==> src/rtl/int_add_seq_pkg.sv <==
// rtl/int_add_seq_pkg.sv - shared types and defaults for the sequential integer adder
//
// Purpose : FSM state encoding and default operand/slice widths used by the
//           int_add_seq interface, top level and testbench.
// Ports   : none (package).
// Config  : INT_ADD_SEQ_SUB_EN (see rtl/int_add_seq.sv) needs nothing from here.

package int_add_pkg;

    localparam int DEFAULT_WIDTH = 32;
    localparam int DEFAULT_CHUNK = 8;

    typedef enum logic [1:0] {
        IDLE = 2'd0,
        BUSY = 2'd1,
        DONE = 2'd2
    } int_add_state_e;

endpackage

==> src/rtl/int_add_seq_if.sv <==
// rtl/int_add_seq_if.sv - request/response bundle between issue, adder and writeback
//
// Purpose : Groups the operand request (req, a, b [, sub]) and the result
//           response (busy, ack, out, cout) of int_add_seq.
// Ports   : none; modports
//             master - issue/writeback side: drives req/a/b[/sub], reads results
//             slave  - adder side: reads req/a/b[/sub], drives busy/ack/out/cout
// Config  : INT_ADD_SEQ_SUB_EN adds the 1-bit sub signal.

interface int_add_seq_if #(
    parameter int WIDTH = int_add_pkg::DEFAULT_WIDTH
);

    logic             req;
    logic [WIDTH-1:0] a;
    logic [WIDTH-1:0] b;
`ifdef INT_ADD_SEQ_SUB_EN
    logic             sub;
`endif
    logic             busy;
    logic             ack;
    logic [WIDTH-1:0] out;
    logic             cout;

`ifdef INT_ADD_SEQ_SUB_EN
    modport master (
        output req, a, b, sub,
        input  busy, ack, out, cout
    );

    modport slave (
        input  req, a, b, sub,
        output busy, ack, out, cout
    );
`else
    modport master (
        output req, a, b,
        input  busy, ack, out, cout
    );

    modport slave (
        input  req, a, b,
        output busy, ack, out, cout
    );
`endif

endinterface

==> src/rtl/int_add_seq_chunk_add.sv <==
// rtl/int_add_seq_chunk_add.sv - combinational CHUNK-bit adder slice with carry in/out
//
// Purpose : One slice of the sequential adder: {cout, sum} = a + b + cin.
// Ports   : a    in  CHUNK  slice of operand a
//           b    in  CHUNK  slice of operand b
//           cin  in  1      carry from the previous slice
//           sum  out CHUNK  slice sum
//           cout out 1      carry into the next slice

module chunk_add #(
    parameter int CHUNK = int_add_pkg::DEFAULT_CHUNK
) (
    input  logic [CHUNK-1:0] a,
    input  logic [CHUNK-1:0] b,
    input  logic             cin,
    output logic [CHUNK-1:0] sum,
    output logic             cout
);

    // Widen by one bit so the carry out falls into the MSB of the result.
    assign {cout, sum} = {1'b0, a} + {1'b0, b} + {{CHUNK{1'b0}}, cin};

endmodule

==> src/rtl/int_add_seq.sv <==
// rtl/int_add_seq.sv - multi-cycle integer adder, one CHUNK-bit slice per cycle
//
// Purpose : Adds two WIDTH-bit operands LSB slice first, linking slices with a
//           registered carry so the logic depth is one CHUNK-bit add.
//           Latency: req accepted in cycle t, BUSY t+1..t+NCHUNK, ack in t+NCHUNK+1.
// Ports   : clk  in  1   clock, rising edge
//           rst  in  1   asynchronous active-high reset
//           bus  slave modport of int_add_seq_if:
//                  req/a/b[/sub] in, busy/ack/out/cout out
// Config  : INT_ADD_SEQ_SUB_EN defined -> bus.sub selects a - b (b inverted,
//           initial carry 1; cout=1 means no borrow). Undefined -> add only.

module int_add_seq
    import int_add_pkg::*;
#(
    parameter int WIDTH = DEFAULT_WIDTH,
    parameter int CHUNK = DEFAULT_CHUNK
) (
    input  logic           clk,
    input  logic           rst,
    int_add_seq_if.slave   bus
);

    localparam int NCHUNK = WIDTH / CHUNK;
    localparam int IDXW   = (NCHUNK > 1) ? $clog2(NCHUNK) : 1;

    localparam logic [1:0] S_IDLE = IDLE;
    localparam logic [1:0] S_BUSY = BUSY;
    localparam logic [1:0] S_DONE = DONE;

    localparam logic [IDXW-1:0] IDX_LAST = IDXW'(NCHUNK - 1);

    generate
        if ((WIDTH % CHUNK) != 0) begin : g_bad_chunk
            $error("int_add_seq: WIDTH (%0d) must be a multiple of CHUNK (%0d)", WIDTH, CHUNK);
        end
    endgenerate

    logic [1:0]       state;
    logic [IDXW-1:0]  idx;
    logic [WIDTH-1:0] op_a;
    logic [WIDTH-1:0] op_b;
    logic             carry;
    logic [WIDTH-1:0] res;
    logic [WIDTH-1:0] out_q;
    logic             cout_q;

    // Operand b and initial carry as loaded on acceptance.
    logic [WIDTH-1:0] b_load;
    logic             cin_load;

`ifdef INT_ADD_SEQ_SUB_EN
    // Two's-complement subtract: a + ~b + 1.
    assign b_load   = bus.sub ? ~bus.b : bus.b;
    assign cin_load = bus.sub;
`else
    assign b_load   = bus.b;
    assign cin_load = 1'b0;
`endif

    logic [CHUNK-1:0] slice_a;
    logic [CHUNK-1:0] slice_b;
    logic [CHUNK-1:0] slice_sum;
    logic             slice_cout;

    assign slice_a = op_a[idx * CHUNK +: CHUNK];
    assign slice_b = op_b[idx * CHUNK +: CHUNK];

    chunk_add #(
        .CHUNK (CHUNK)
    ) u_chunk_add (
        .a    (slice_a),
        .b    (slice_b),
        .cin  (carry),
        .sum  (slice_sum),
        .cout (slice_cout)
    );

    // Result with the current slice merged in; on the last slice this is the
    // full sum, which lets out be loaded in the same cycle as res.
    logic [WIDTH-1:0] res_next;

    always_comb begin
        res_next = res;
        res_next[idx * CHUNK +: CHUNK] = slice_sum;
    end

    wire last_slice = (idx == IDX_LAST);

    always_ff @(posedge clk or posedge rst) begin
        if (rst) begin
            state  <= S_IDLE;
            idx    <= '0;
            op_a   <= '0;
            op_b   <= '0;
            carry  <= 1'b0;
            res    <= '0;
            out_q  <= '0;
            cout_q <= 1'b0;
        end else begin
            case (state)
                // DONE accepts a new request just like IDLE so back-to-back
                // operations lose no cycle beyond the ack.
                S_IDLE, S_DONE: begin
                    if (bus.req) begin
                        op_a  <= bus.a;
                        op_b  <= b_load;
                        carry <= cin_load;
                        idx   <= '0;
                        state <= S_BUSY;
                    end else begin
                        state <= S_IDLE;
                    end
                end
                // req is deliberately not looked at here: no queuing.
                S_BUSY: begin
                    res   <= res_next;
                    carry <= slice_cout;
                    if (last_slice) begin
                        out_q  <= res_next;
                        cout_q <= slice_cout;
                        idx    <= '0;
                        state  <= S_DONE;
                    end else begin
                        idx <= idx + 1'b1;
                    end
                end
                default: begin
                    state <= S_IDLE;
                end
            endcase
        end
    end

    assign bus.busy = (state == S_BUSY);
    assign bus.ack  = (state == S_DONE);
    assign bus.out  = out_q;
    assign bus.cout = cout_q;

endmodule

==> src/flat_wrapper.sv <==
// flat-port wrapper written by rule: the top's interface ports become plain ports
module int_add_seq_flat import int_add_pkg::*;
#(
    parameter int WIDTH = DEFAULT_WIDTH,
    parameter int CHUNK = DEFAULT_CHUNK
)
  (clk, rst, bus_req, bus_a, bus_b, bus_busy, bus_ack, bus_out, bus_cout);
  int_add_seq_if #(.WIDTH(WIDTH)) bus_i ();
  input  logic clk;
  input  logic rst;
  input wire logic [$bits(bus_i.req)-1:0] bus_req;
  input wire logic [$bits(bus_i.a)-1:0] bus_a;
  input wire logic [$bits(bus_i.b)-1:0] bus_b;
  output wire logic [$bits(bus_i.busy)-1:0] bus_busy;
  output wire logic [$bits(bus_i.ack)-1:0] bus_ack;
  output wire logic [$bits(bus_i.out)-1:0] bus_out;
  output wire logic [$bits(bus_i.cout)-1:0] bus_cout;
  assign bus_i.req = bus_req;
  assign bus_i.a = bus_a;
  assign bus_i.b = bus_b;
  assign bus_busy = bus_i.busy;
  assign bus_ack = bus_i.ack;
  assign bus_out = bus_i.out;
  assign bus_cout = bus_i.cout;
  int_add_seq #(.WIDTH(WIDTH), .CHUNK(CHUNK)) u_core (.clk(clk), .rst(rst), .bus(bus_i));
endmodule
==> config.mk <==
export PLATFORM = sky130hd
export DESIGN_NAME = int_add_seq_flat
export DESIGN_NICKNAME = d
export VERILOG_FILES = /design/src/rtl/int_add_seq_pkg.sv /design/src/rtl/int_add_seq_if.sv /design/src/rtl/int_add_seq_chunk_add.sv /design/src/rtl/int_add_seq.sv /design/src/flat_wrapper.sv
export SDC_FILE = /design/constraint.sdc
export NUM_CORES = 1
export LEC_CHECK = 0
export CAP_MARGIN = 20
export CORE_MARGIN = 3
export CORE_UTILIZATION = 48
export DETAILED_ROUTE_END_ITERATION = 8
export GPL_TIMING_DRIVEN = 0
export PLACE_DENSITY = 0.79
export SETUP_SLACK_MARGIN = 0.15
export SLEW_MARGIN = 10
export SYNTH_ARGS = -nofsm -noshare
export SYNTH_HDL_FRONTEND = slang
export SYNTH_HIERARCHICAL = 1
export SYNTH_SLANG_ARGS = --single-unit
==> constraint.sdc <==
create_clock -name clk -period 4.4 [get_ports clk]
set_input_delay 0.88 -clock clk [delete_from_list [all_inputs] [get_ports clk]]
set_output_delay 0.88 -clock clk [all_outputs]
set_load 0.01 [all_outputs]
==> results of run 1 <==
[flip-flops by register name (all words and copies together) (netlist names)]
register and count:
u_core/bus.cout 1, u_core/bus.out 32, u_core/carry 1, u_core/idx 2, u_core/op_a 32, u_core/op_b 32, u_core/res 32, u_core/state 2
[worst paths after layout]
path                                     start                 end  slack (ns)  cells past startpoint
worst max-delay path             u_core/idx[1]  u_core/bus.out[28]        0.29                     10
worst min-delay path            u_core/res[14]      u_core/res[14]        0.49                      1
worst max register to register   u_core/idx[1]  u_core/bus.out[28]        0.29                     10
worst min register to register  u_core/res[14]      u_core/res[14]        0.49                      1
max in group asynchronous                  rst       u_core/res[3]        2.83                      4
min in group asynchronous                  rst  u_core/bus.out[23]        0.82                      2
[cells in the mapped netlist, types with 3 or more instances]
library cell | instances | area (µm²)
a21oi_1 | 45 | 225
a22o_1 | 18 | 158
a21o_1 | 3 | 22.5
nor2_1 | 35 | 131
buf_6 | 3 | 33.8
a31oi_1 | 8 | 50.1
o2bb2ai_1 | 16 | 140
nand2_1 | 16 | 60.1
inv_1 | 8 | 30.0
a32oi_1 | 16 | 140
ha_1 | 13 | 163
buf_1 | 4 | 15.0
mux2_2 | 65 | 732
nor3_1 | 3 | 15.0
mux4_2 | 16 | 360
buf_2 | 16 | 80.1
clkbuf_1 | 4 | 15.0
dfrtp_1 | 134 | 3350
nor2b_1 | 20 | 125
[metal layers]
layer | up-vias | global-route usage
met1 | 2243 | 0.286
met2 | 181 | 0.370
li1 | 1999 | -
met5 | - | 0
met4 | 0 | 0.0782
met3 | 30 | 0.0546
[final cells by class]
cell class / instances / area [µm²]
fillers: 918 / 4230
flip-flops and latches: 134 / 3350
multi-input cells: 300 / 2590
repair buffers: 105 / 1090
clock buffers: 22 / 474
well taps: 168 / 210
plain buffers: 28 / 151
clock inverters: 9 / 125
inverters: 9 / 37.5
[metrics by stage]
step	total power [mW]	util	hold WS, ns
after floorplan	4.73	-	0.457
after detailed placement	6.20	0.606	0.474
final	7.71	0.655	0.488
after global placement	6.02	0.599	0.472
after CTS	7.67	0.655	0.490
after global routing	8.13	0.655	0.505
[logic make-up (layout without fill, tap and decap cells)]
kind of cell	count (synthesis)	count (layout)	synth area share
multiplexers	82	82	0.180
buffers and inverters	37	173	0.0302
AND/OR/NAND/NOR	86	86	0.0739
XOR/XNOR	4	4	0.00572
flip-flops	134	134	0.547
adder cells (fa/ha/maj)	15	15	0.0331
AO/OA/AOI/OAI	113	113	0.130
[power by group through the flow]
stage | registers (mW) | logic (mW) | clock network [mW]
detailed placement | 2.13 | 4.07 | 0
CTS | 2.12 | 4.10 | 1.45
floorplan | 2.12 | 2.61 | 0
global placement | 2.09 | 3.93 | 0
finish | 2.12 | 4.16 | 1.43
global route | 2.19 | 4.43 | 1.51
==> results.cfg, run 1 <==
[finish]
finish.instance_area_um2 = 8030
stdcell_count = 775
fin_nets = 677
final_common_cell = dfrtp_1
syn2layout_area_growth_pct = 31.1
drive_gt1_frac = 0.231
most-common-layout-cells = dfrtp_1 (134), clkdlybuf4s50_1 (101), mux2_2 (65), a21oi_1 (45), nor2_1 (35)
antennaDiodeCount = 0

[power]
power_frac_seq = 0.275
p_leak_nw = 3.37
p_clk_frac = 0.185
pwr-share-comb = 0.540
swShare = 0.422
power.internal_mw = 4.45
cellPowerDensity_nw_per_um2 = 960
ir_drop_v = 0.000635
p_switching_mw = 3.25

[floorplanning]
row_count = 40
core_um2 = 12300
die_w_um = 119
start_util = 0.500
fp.dieH_um = 119
ios = 102
die_area_um2 = 14200

[clock_network]
postCtsHoldBufs = 0
cts_buffers = 17
path_clk_slew_ns = 0.06
post-cts-setup-buffer-count = 0
cts_tree = yes
clock_latency_ns = 0.43
clock-root-buffer = clkbuf_16
cts_resized = 0
cts_buffer_depth = 2
clock_sinks = 134
cts.htree.levels = 4

[sta]
fin_setup_tns_ns = 0
clock_skew_ns = 0.0172
setup_viol = 0
clock.fmax_mhz = 243
min_period_ns = 4.11
period_share = 0.934
setup_ws_ns = 0.293
rsz0062_at_grt = no
finalHoldViolations = 0
worst-slew-pin-transition_ns = 1.04
relSlewSlack = 0.301
final-max-slew-violation-count = 0

[worst_setup_path]
cp_cell_sequence = buf_2 > buf_1 > mux4_2 > fa_1 > fa_1 > a21oi_1 > o21bai_1 > xor2_1 > a32oi_1 > a21oi_1
critPathArrivalTime_ns = 4.45
cp_max_fo = 10
worst_setup_path_end_kind = flop
path_buf_inv = 2
critPathMaxStageDelay_ns = 0.67
crit_family = adder cells
slowest_stage = xor2_1
crit_required_ns = 4.75
path_class = flop to flop
cp-start-kind = flop

[drt]
wirelength_mm = 15.0
wl_met2_mm = 7.61
first_pass_iters = 6
drt_iter0_drc = 302
wl_per_cell_um = 19.3
post-route-drc-count = 0
ant_nets = 0
avgViaCountPerCell = 5.75
via_count = 4453
wl_met1_mm = 6.23
dr_wl_met3_um = 859
topRoutingLayerUsed = met4

[synth]
ys_async_sr_fraction = 1.00
synth_cells = 471
syn_nets = 553
synth_edf_count = 0
ys_seq_area_frac = 0.547
syn-cell-area_um2 = 6130
avgSynthCellArea_um2 = 13.0
ys_types = 41
synthFlopType = dfrtp_1
yosysWarningCount = 6
synth_seq_cells = 134

[global_route]
grt_max_degree = 38
grt_overflow = 0
grt_pass1_vias = 4705
antenna_found_initial = 0
grtUsageTotal = 0.223
grt_pass1_wl_mm = 24.5

[placed_design]
place.gp.congestion = 0.859
dp_hpwl_mm = 10.8
io_buffers = 101
dp_cells = 744
dpl-instance-area_um2 = 7430
place_ws_ns = 0.322

[min_path]
hp-class = flop to flop

[status]
status = finished clean

[run]
maxCapViolations = 0
Power figures use the tool's default switching activity.
==> inputs of run 2 (changes only) <==
--- a/config.mk
+++ b/config.mk
@@ -6,7 +6,7 @@
 export NUM_CORES = 1
 export LEC_CHECK = 0
 export CAP_MARGIN = 20
-export CORE_MARGIN = 3
+export CORE_MARGIN = 1.5
 export CORE_UTILIZATION = 48
 export DETAILED_ROUTE_END_ITERATION = 8
 export GPL_TIMING_DRIVEN = 0
==> run 2 against run 1 <==
  * Global-route usage rose by 2.3 points
  * Cell count up 0.52%
  * Via count barely moved
  * Flip-flop and latch count unchanged
  * Die area decreased by 5.0%
  * Hold slack better by 0.0040 ns
  * Register-to-register slack improved by 0.14 ns
  * Critical path type unchanged
==> results.cfg, run 2 (same netlist as run 1, synthesis figures left out) <==
[status]
status = finished clean

[floorplanning]
fp.dieH_um = 116
die_w_um = 116
die_area_um2 = 13400
start_util = 0.489
core_um2 = 12500
row_count = 41
ios = 102

[finish]
syn2layout_area_growth_pct = 31.2
final_common_cell = dfrtp_1
fillers = 971
most-common-layout-cells = dfrtp_1 (134), clkdlybuf4s50_1 (101), mux2_2 (65), a21oi_1 (45), nor2_1 (35)
antennaDiodeCount = 0
drive_gt1_frac = 0.236
fin_nets = 676
post-route-util = 0.642
finish.instance_area_um2 = 8040

[drt]
avgViaCountPerCell = 5.72
post-route-drc-count = 0
ant_nets = 0
via_count = 4456
wirelength_mm = 15.4
wl_per_cell_um = 19.7
first_pass_iters = 6
drt_iter0_drc = 380

[placed_design]
place.gp.congestion = 0.863
place_ws_ns = 0.335
io_buffers = 101
dp_hpwl_mm = 10.7
dpl-instance-area_um2 = 7420

[worst_setup_path]
cp-start-kind = flop
slowest_stage = xor2_1
crit_required_ns = 4.74
cp_cell_sequence = buf_6 > buf_2 > mux4_2 > fa_1 > fa_1 > a21oi_1 > o21bai_1 > xor2_1 > a32oi_1 > a21oi_1
cp_max_fo = 10
crit_family = adder cells
critPathMaxStageDelay_ns = 0.67
worst_setup_path_end_kind = flop
path_class = flop to flop
path_buf_inv = 2
critPathArrivalTime_ns = 4.30

[clock_network]
clock-root-buffer = clkbuf_16
clock_latency_ns = 0.41
cts.htree.levels = 4
postCtsHoldBufs = 0
cts_buffer_depth = 2
path_clk_slew_ns = 0.06
cts_buffers = 17
cts_tree = yes
clock_sinks = 134

[sta]
finalHoldViolations = 0
period_share = 0.902
relSlewSlack = 0.324
rsz0062_at_grt = no
clock_skew_ns = 0.00809
setup_ws_ns = 0.433
fin_setup_tns_ns = 0
setup_viol = 0
min_period_ns = 3.97
clock.fmax_mhz = 252
worst-slew-pin-transition_ns = 1.01
final-max-slew-violation-count = 0

[global_route]
grt_pass1_wl_mm = 24.6
antenna_found_initial = 0
grt_max_degree = 41
grt_overflow = 0
grtUsageTotal = 0.245
grt_pass1_vias = 4608

[min_path]
hp-class = flop to flop

[run]
maxCapViolations = 0
run 2: path summary, 6_finish.rpt:
kind,start,end,slack (ns),depth (start not counted)
worst min-delay path,u_core/res[3],u_core/res[3],0.49,1
worst max register to register,u_core/idx[0],u_core/bus.out[12],0.43,10
max in group asynchronous,rst,u_core/res[3],2.70,4
worst max-delay path,u_core/idx[0],u_core/bus.out[12],0.43,10
worst min register to register,u_core/res[3],u_core/res[3],0.49,1
min in group asynchronous,rst,u_core/op_a[8],0.87,2
run 2: what timing repair did:
| item | in CTS | in global routing |
|---|---|---|
| gates resized for setup | 0 | 1 |
| endpoints found under the setup margin | 0 | 4 |
| buffers inserted | 0 | 0 |
run 2: layer usage:
layer,routed length [µm],track usage,vias up,share of wire
li1,-,-,1998,-
met1,6510,0.321,2273,0.42
met2,7750,0.404,159,0.51
met3,802,0.0554,26,0.052
met4,284,0.0878,0,0.018
met5,0,0,-,0
run 2: through the flow:
| stage | hold WS, ns | cells |
|---|---|---|
| 2_1_floorplan | 0.457 | 471 |
| 3_3_place_gp | 0.472 | 744 |
| 4_1_cts | 0.492 | 779 |
| 5_1_grt | 0.499 | 779 |
| 3_5_place_dp | 0.474 | 747 |
| 6_report | 0.492 | 779 |
run 2: cell type report:
| class | instances | area [µm²] | share of cell area |
|---|---|---|---|
| Sequential cell | 134 | 3350 | 0.417 |
| Multi-Input combinational cell | 300 | 2590 | 0.322 |
| Timing Repair Buffer | 104 | 1070 | 0.133 |
| Clock buffer | 20 | 467 | 0.0581 |
| Tap cell | 172 | 215 | 0.0268 |
| Buffer | 28 | 153 | 0.0190 |
| Clock inverter | 12 | 151 | 0.0188 |
| Inverter | 9 | 37.5 | 0.00467 |
Power of run 2 is not shown: default switching activity piles up to over one toggle a cycle in this logic, so the estimate is an artifact.
